===== src/rtl/id_stage.sv =====
// RV32I decode stage: combinational decoder feeding a single output register
// with a valid/ready handshake, flush, and synchronous reset.
module id_stage (
  input  logic        clk,
  input  logic        rst,
  input  logic        in_valid,
  output logic        in_ready,
  input  logic [31:0] in_instr,
  input  logic [31:0] in_pc,
  input  logic        flush,
  output logic        out_valid,
  input  logic        out_ready,
  output logic [31:0] out_pc,
  output logic [31:0] out_imm,
  output logic [3:0]  out_operation,
  output logic        out_asel,
  output logic        out_bsel,
  output logic [4:0]  out_rs1,
  output logic [4:0]  out_rs2,
  output logic [4:0]  out_rd,
  output logic        out_regwen,
  output logic        out_illegal
);

  typedef struct packed {
    logic [31:0] pc;
    logic [31:0] imm;
    logic [3:0]  op;
    logic        asel;
    logic        bsel;
    logic [4:0]  rs1;
    logic [4:0]  rs2;
    logic [4:0]  rd;
    logic        regwen;
    logic        illegal;
  } bundle_t;

  localparam logic [3:0] OP_ADD = 4'b0000, OP_SUB = 4'b0001, OP_AND = 4'b0010,
                         OP_OR  = 4'b0011, OP_SLL = 4'b0100, OP_SRL = 4'b0101,
                         OP_SRA = 4'b0110, OP_SLTU = 4'b0111, OP_SLT = 4'b1000;

  bundle_t     dec, q;
  logic        vld, accept, ill;
  logic [6:0]  opc, f7;
  logic [2:0]  f3;
  logic        f7z, f7a;
  logic [31:0] imm_i, imm_s, imm_b, imm_u, imm_j, imm_sh;

  assign opc    = in_instr[6:0];
  assign f3     = in_instr[14:12];
  assign f7     = in_instr[31:25];
  assign f7z    = (f7 == 7'b0000000);
  assign f7a    = (f7 == 7'b0100000);
  assign imm_i  = {{20{in_instr[31]}}, in_instr[31:20]};
  assign imm_s  = {{20{in_instr[31]}}, in_instr[31:25], in_instr[11:7]};
  assign imm_b  = {{19{in_instr[31]}}, in_instr[31], in_instr[7], in_instr[30:25], in_instr[11:8], 1'b0};
  assign imm_u  = {in_instr[31:12], 12'b0};
  assign imm_j  = {{11{in_instr[31]}}, in_instr[31], in_instr[19:12], in_instr[20], in_instr[30:21], 1'b0};
  assign imm_sh = {27'b0, in_instr[24:20]};

  always_comb begin
    ill        = 1'b0;
    dec.pc     = in_pc;
    dec.imm    = 32'b0;
    dec.op     = OP_ADD;
    dec.asel   = 1'b0;
    dec.bsel   = 1'b1;
    dec.rs1    = in_instr[19:15];
    dec.rs2    = in_instr[24:20];
    dec.rd     = in_instr[11:7];
    dec.regwen = 1'b0;
    case (opc)
      7'b0110011: begin
        dec.bsel   = 1'b0;
        dec.regwen = 1'b1;
        case (f3)
          3'b000: if (f7z) dec.op = OP_ADD; else if (f7a) dec.op = OP_SUB; else ill = 1'b1;
          3'b001: if (f7z) dec.op = OP_SLL; else ill = 1'b1;
          3'b010: if (f7z) dec.op = OP_SLT; else ill = 1'b1;
          3'b011: if (f7z) dec.op = OP_SLTU; else ill = 1'b1;
          3'b101: if (f7z) dec.op = OP_SRL; else if (f7a) dec.op = OP_SRA; else ill = 1'b1;
          3'b110: if (f7z) dec.op = OP_OR; else ill = 1'b1;
          3'b111: if (f7z) dec.op = OP_AND; else ill = 1'b1;
          default: ill = 1'b1;  // xor has no ALU op
        endcase
      end
      7'b0010011: begin
        dec.regwen = 1'b1;
        dec.imm    = imm_i;
        case (f3)
          3'b000: dec.op = OP_ADD;
          3'b010: dec.op = OP_SLT;
          3'b011: dec.op = OP_SLTU;
          3'b110: dec.op = OP_OR;
          3'b111: dec.op = OP_AND;
          3'b001: begin dec.imm = imm_sh; if (f7z) dec.op = OP_SLL; else ill = 1'b1; end
          3'b101: begin
            dec.imm = imm_sh;
            if (f7z) dec.op = OP_SRL; else if (f7a) dec.op = OP_SRA; else ill = 1'b1;
          end
          default: ill = 1'b1;
        endcase
      end
      7'b0110111: begin dec.rs1 = 5'd0; dec.imm = imm_u; dec.regwen = 1'b1; end
      7'b0010111: begin dec.asel = 1'b1; dec.imm = imm_u; dec.regwen = 1'b1; end
      7'b1101111: begin dec.asel = 1'b1; dec.imm = imm_j; dec.regwen = 1'b1; end
      7'b1100111: begin
        dec.imm = imm_i; dec.regwen = 1'b1;
        if (f3 != 3'b000) ill = 1'b1;
      end
      7'b1100011: begin dec.asel = 1'b1; dec.imm = imm_b; end
      7'b0000011: begin dec.imm = imm_i; dec.regwen = 1'b1; end
      7'b0100011: dec.imm = imm_s;
      default:    ill = 1'b1;
    endcase
    // Illegal bundles carry no operand selection so execute treats them as inert.
    if (ill) begin
      dec.op = OP_ADD; dec.imm = 32'b0; dec.regwen = 1'b0;
      dec.asel = 1'b0; dec.bsel = 1'b0;
    end
    if (dec.rd == 5'd0) dec.regwen = 1'b0;
    dec.illegal = ill;
  end

  assign in_ready = (!vld || out_ready) && !flush;
  assign accept   = in_valid && in_ready;

  always_ff @(posedge clk) begin
    if (rst) begin
      vld <= 1'b0;
      q   <= '0;
    end else if (flush) begin
      vld <= 1'b0;
    end else if (accept) begin
      vld <= 1'b1;
      q   <= dec;
    end else if (out_ready) begin
      vld <= 1'b0;
    end
  end

  assign out_valid     = vld;
  assign out_pc        = q.pc;
  assign out_imm       = q.imm;
  assign out_operation = q.op;
  assign out_asel      = q.asel;
  assign out_bsel      = q.bsel;
  assign out_rs1       = q.rs1;
  assign out_rs2       = q.rs2;
  assign out_rd        = q.rd;
  assign out_regwen    = q.regwen;
  assign out_illegal   = q.illegal;

endmodule


===== config.mk =====
export PLATFORM = sky130hd
export DESIGN_NAME = id_stage
export DESIGN_NICKNAME = d
export VERILOG_FILES = /design/src/rtl/id_stage.sv
export SDC_FILE = /design/constraint.sdc
export NUM_CORES = 1
export LEC_CHECK = 0
export CELL_PAD_IN_SITES_DETAIL_PLACEMENT = 0
export CELL_PAD_IN_SITES_GLOBAL_PLACEMENT = 1
export CORE_MARGIN = 2
export CORE_UTILIZATION = 31
export CTS_BUF_LIST = sky130_fd_sc_hd__clkbuf_8
export DETAILED_ROUTE_END_ITERATION = 16
export HOLD_SLACK_MARGIN = 0.05
export PLACE_DENSITY_LB_ADDON = 0.08
export SLEW_MARGIN = 20
export SYNTH_ARGS = -nofsm -noshare
export SYNTH_HDL_FRONTEND = slang
export SYNTH_SLANG_ARGS = --single-unit

===== constraint.sdc =====
create_clock -name clk -period 2.5 [get_ports clk]
set_clock_uncertainty 0.05 [all_clocks]
set_input_delay 0.25 -clock clk [delete_from_list [all_inputs] [get_ports clk]]
set_output_delay 0.25 -clock clk [all_outputs]
set_load 0.05 [all_outputs]

Yosys cells after proc, flatten, opt, wreduce, memory -nomap -nowiden
Index checks and enable logic that the tools add are counted.
{"block": "totals", "input_bits": 69, "output_inout_bits": 89, "elab_cells": 79, "ff_bits": 88}
{"block": "classes", "muxes": 30, "bitwise_logic": 1, "n_eq_ne": 16, "reduce_logical": 21}
{"op": "$pmux 32 s6", "n": 1}
{"op": "$mux 38", "n": 1}
{"op": "$mux 32", "n": 1}
{"op": "$eq 7x6->1 const B", "n": 4}
{"op": "$pmux 4 s7", "n": 1}
{"op": "$pmux 4 s6", "n": 1}
{"op": "$eq 7x7->1 const B", "n": 3}
{"op": "$eq 7x5->1 const B", "n": 2}
{"op": "$mux 1", "n": 13}
{"op": "$reduce_or 2->1", "n": 5}
{"op": "$reduce_or 5->1", "n": 2}
{"op": "$eq 3x3->1 const B", "n": 3}
{"op": "$mux 3", "n": 3}
{"op": "$mux 4", "n": 2}
{"op": "$pmux 4 s2", "n": 1}
{"op": "$eq 7x2->1 const B", "n": 1}
{"op": "$logic_not 7->1", "n": 1}
{"op": "$reduce_or 7->1", "n": 1}
{"op": "$eq 3x2->1 const B", "n": 2}
{"op": "$reduce_or 6->1", "n": 1}
{"op": "$logic_not 5->1", "n": 1}
{"op": "$mux 5", "n": 1}
{"op": "$mux 2", "n": 2}
{"op": "$pmux 1 s4", "n": 1}
{"op": "12 further kinds", "n": 14}

Depth between registers and ports, before layout
{"block": "depth", "word_depth": 7, "depth_mapped": 7, "mapped_depth_nobuf": 5}

Worst setup path before layout
No wires, ideal clock.
{"block": "synth_timing", "kind": "reg-to-reg", "start": "register vld (netlist: out_valid)", "end": "register q, in the netlist out_imm[12]", "setup_time_ps": 67, "slack_ps": 438, "t_required_ps": 2383, "path_stages_with_launch": 7, "synth_period_minus_slack_ps": 2062, "path_buffers": 1, "t_arrival_ps": 1944, "path_cell_list": "dfxtp_1 nor2b_1 or4_4 a221oi_2 a21bo_2 buf_6 o21ai_2"}
{"block": "synth_via", "elab_chain_len": 5}
{"item": "from (decl)", "line_no": "43", "rtl": "logic vld, accept, ill;"}
{"item": "from (signal assigned)", "line_no": "130", "rtl": "vld <= 1'b0;"}
{"item": "from (signal assigned)", "line_no": "133", "rtl": "vld <= 1'b0;"}
{"item": "from (signal assigned)", "line_no": "135", "rtl": "vld <= 1'b1;"}
{"item": "$logic_not 1->1", "line_no": "125", "rtl": "assign in_ready = (!vld || out_ready) && !flush;"}
{"item": "$logic_or 1x1->1", "line_no": "125"}
{"item": "$logic_and 1x1->1", "line_no": "125"}
{"item": "$logic_and 1x1->1", "line_no": "126", "rtl": "assign accept = in_valid && in_ready;"}
{"item": "$reduce_and 2->1 (no line)"}
{"item": "to (signal assigned)", "line_no": "131", "rtl": "q <= '0;"}
{"item": "to (signal assigned)", "line_no": "136", "rtl": "q <= dec;"}
{"item": "to (decl)", "line_no": "42", "rtl": "bundle_t dec, q;"}
No other way between the ends.
A chain may end at the register's enable or synchronous reset.

Worst setup path after layout
{"block": "layout_timing", "start": "input in_instr[3]", "end": "register q, in the netlist out_imm[17]"}
{"block": "layout_via", "elab_chain_len": 4, "word_cells_on_any_way": 15, "classes_between": "9 x eq/ne; 3 x mux; 3 x reduce/logical"}
{"item": "from (decl)", "line_no": "8", "rtl": "input logic [31:0] in_instr,"}
{"item": "$eq 7x6->1, or another cell as far along", "line_no": "72", "rtl": "case (opc)"}
{"item": "$reduce_or 6->1 (no line) or $reduce_or 2->1 (tied branches)"}
{"item": "$pmux 1 s4 or $pmux 32 s6 (tied branches)", "line_no": "72"}
{"item": "$mux 38 (*)", "line_no": "117", "rtl": "if (ill) begin"}
Mark *: on every way between the ends. The rest lies on a longest branch, timed or not.

==> results.ini <==
[clock_network]
h-tree-depth=3
post-cts-setup-buffer-count=0
clk_root_buffer_cell=sky130_fd_sc_hd__clkbuf_8
worst_setup_hold_path_clk_slew_ns=0.08
max-clock-path-buffers=2
cts-buffers-inserted=9
numClockSinks=88
postCtsHoldBufs=0
tritoncts=yes
worst_skew_pair.late_latency_ns=0.36
cts_repair_resize_count=0

[timing]
timing.final.max_slew_violations=0
setup_viol=0
finalHoldViolations=0
maxSlewHeadroom_pct=45.6
tightest_slew_ns=0.816
max_freq_mhz=490
worst_setup_margin_ns=0.461
sum_neg_setup_slack_ns=0
final.period_utilization_pct=81.6
timing.final.crit_period_ns=2.04
grt_setup_unrepaired=no

[logic_synthesis]
syn-num-nets=522
post_synthesis_mux_area_share_pct=0
syn_avg_cell_area_um2=8.18
synth_top_area_share_pct=47.6
synth-xor-area-share_pct=0.236
synthesis.instances=453
yosys.area.top_type=sky130_fd_sc_hd__dfxtp_1
yosys_warnings=0
ys_seq_area_share_pct=47.6
synth-seq-cells=88
yosysUniqueCellTypes=50
synth_adder_area_share_pct=0
post_synth_instance_area_um2=3700
synth_enable_flop_cells=0
synth_area_leaders=sky130_fd_sc_hd__dfxtp_1, sky130_fd_sc_hd__nand2_1, sky130_fd_sc_hd__a21oi_1, sky130_fd_sc_hd__o21ai_2, sky130_fd_sc_hd__a22o_1
ys_dominant_reg_cell=sky130_fd_sc_hd__dfxtp_1
post_synth_and_or_nand_nor_area_fraction_pct=21.5
async_reset_ff_share_pct=0
synth-compound-area-share_pct=26.2
dominant_combinational_cell_family_by_area_after_synthesis=compound AO/OA/AOI/OAI gates

[die]
fp.dieW_um=113
design.core.area_um2=11500
fp-row-count=39
floorplan.die_area_um2=12800
initial_core_utilization_pct=32.2
design.portCount=158
die-height_um=113

[drt]
drt_first_iter_violations=240
dr.pass1.iters=4
drt-vias-per-instance=4.95
drt_drc_violations_left=0
number_of_nets_with_antenna_violations_after_detailed_routing=0
dr_total_vias=3754
drt-total-wl_um=11900
wire_per_inst_um=15.7

[critical_path]
critical_path_class=input port to register
critical_path.startpoint_type=input port
crit_path_end_kind=register
worstRegToRegCells=4
critical_path_arrival_ns=2.29
crit_start=in_instr[3]
r2r_slack_ns=0.52
critical_path.max_fanout=8
timing.critical_path.required_ns=2.75
worstReg2RegEnd=out_imm[2]
timing.critical_path.to=out_imm[17]
regToRegStartpoint=out_valid

[status]
outcome=finished clean

[global_routing]
grt_remaining_overflow=0
grt_first_pass_wirelength_um=18700
grt_pass1_vias=3631
grt_start_max_net_pins=51
antenna_violations_before_repair=0
groute.usage.overall_pct=18.4

[layout]
postLayoutCellArea_um2=5680
mostFrequentLayoutCell=sky130_fd_sc_hd__clkdlybuf4s50_1
fin_nets=680
antenna_cells_inserted=0
commonest_cells_after_routing_fill_and_taps_aside=sky130_fd_sc_hd__clkdlybuf4s50_1, sky130_fd_sc_hd__nand2_1, sky130_fd_sc_hd__dfxtp_1, sky130_fd_sc_hd__a21oi_1, sky130_fd_sc_hd__buf_4
layout-drive-gt1-share_pct=10.9
syn_to_final_growth_pct=53.4

[min_path]
hold_path.class=input port to register

[place]
pre_cts_slack_ns=0.119
placement.cell_area_um2=5480
place_congestion=0.855
port_bufs=157
detailedPlacementHpwl_um=8760

[pwr]
power.density_nw_per_um2=528
peakVddDrop_mv=0.335
cellLeakagePower_nw=2.06

[job]
max_cap_violations=0

-- sequential cells by signal, summed over array words and instances, names as in the netlist --
signal	count
out_pc	32
out_rs1	5
out_illegal	1
out_operation	4
out_rd	5
out_regwen	1
out_imm	32
out_bsel	1
out_rs2	5
out_valid	1
out_asel	1
-- stage by stage --
stage                     hold slack, ns  power, mW  cells  util [%]
after floorplan                    0.279       1.78    453         -
after global placement             0.385       2.03    743      47.6
after detailed placement           0.385       2.04    743      47.6
after CTS                          0.344       3.04    759      49.3
after global routing               0.372       3.13    759      49.3
final                              0.370       3.00    759      49.3
-- cells in the mapped netlist, drive strengths merged (4+ instances only) --
master	count
nor2	24
clkbuf	26
a22oi	6
nand2b	5
a22o	13
nor2b	7
o21ai	28
inv	6
nand2	116
a32o	8
and2	5
buf	7
dfxtp	88
nor3	4
a21oi	71
and3	4
-- report_power, final --
part	leakage [nW]	internal, mW	total [mW]	switching, mW
Clock	0.103	0.484	1.00	0.516
Sequential	0.715	1.44	1.46	0.0180
Combinational	1.24	0.224	0.544	0.321
Total	2.06	2.15	3.00	0.854
-- layout make-up --
class / instances / area (µm²)
Fill cell: 1152 / 5830
Multi-Input combinational cell: 326 / 1780
Sequential cell: 88 / 1760
Timing Repair Buffer: 180 / 1740
Tap cell: 143 / 179
Clock buffer: 10 / 138
Clock inverter: 6 / 60.1
Inverter: 6 / 22.5
-- worst min path at each step --
stage | from | to | slack, ns | depth (start not counted)
after global routing | rst | out_imm[31] | 0.37 | 4
final | rst | out_imm[31] | 0.37 | 4
after detailed placement | out_bsel | out_bsel | 0.39 | 2
after floorplan | flush | out_valid | 0.28 | 1
after global placement | out_bsel | out_bsel | 0.39 | 2
after CTS | rst | out_imm[31] | 0.34 | 4
-- metal layers --
metal / vias up / routed length [µm] / track usage [%]
met2: 123 / 5310 / 28.1
met1: 1729 / 5610 / 25.3
met4: 0 / 156 / 6.02
li1: 1889 / - / -
met3: 13 / 819 / 4.82
met5: - / 0 / 0
-- worst max-delay path, stage by stage --
cell                              delay (ns)
sky130_fd_sc_hd__clkdlybuf4s50_1        0.50
sky130_fd_sc_hd__nor3b_1                0.39
sky130_fd_sc_hd__o21ai_0                0.19
sky130_fd_sc_hd__a221oi_2               0.33
sky130_fd_sc_hd__a21bo_2                0.30
sky130_fd_sc_hd__buf_4                  0.19
sky130_fd_sc_hd__o21ai_2                0.13
-- kinds of logic after synthesis --
logic type             after synthesis
AND/OR/NAND/NOR                    180
AO/OA/AOI/OAI                      145
flip-flops                          88
buffers and inverters               39
XOR/XNOR                             1
Note: power is estimated with default switching activity, not from simulation.
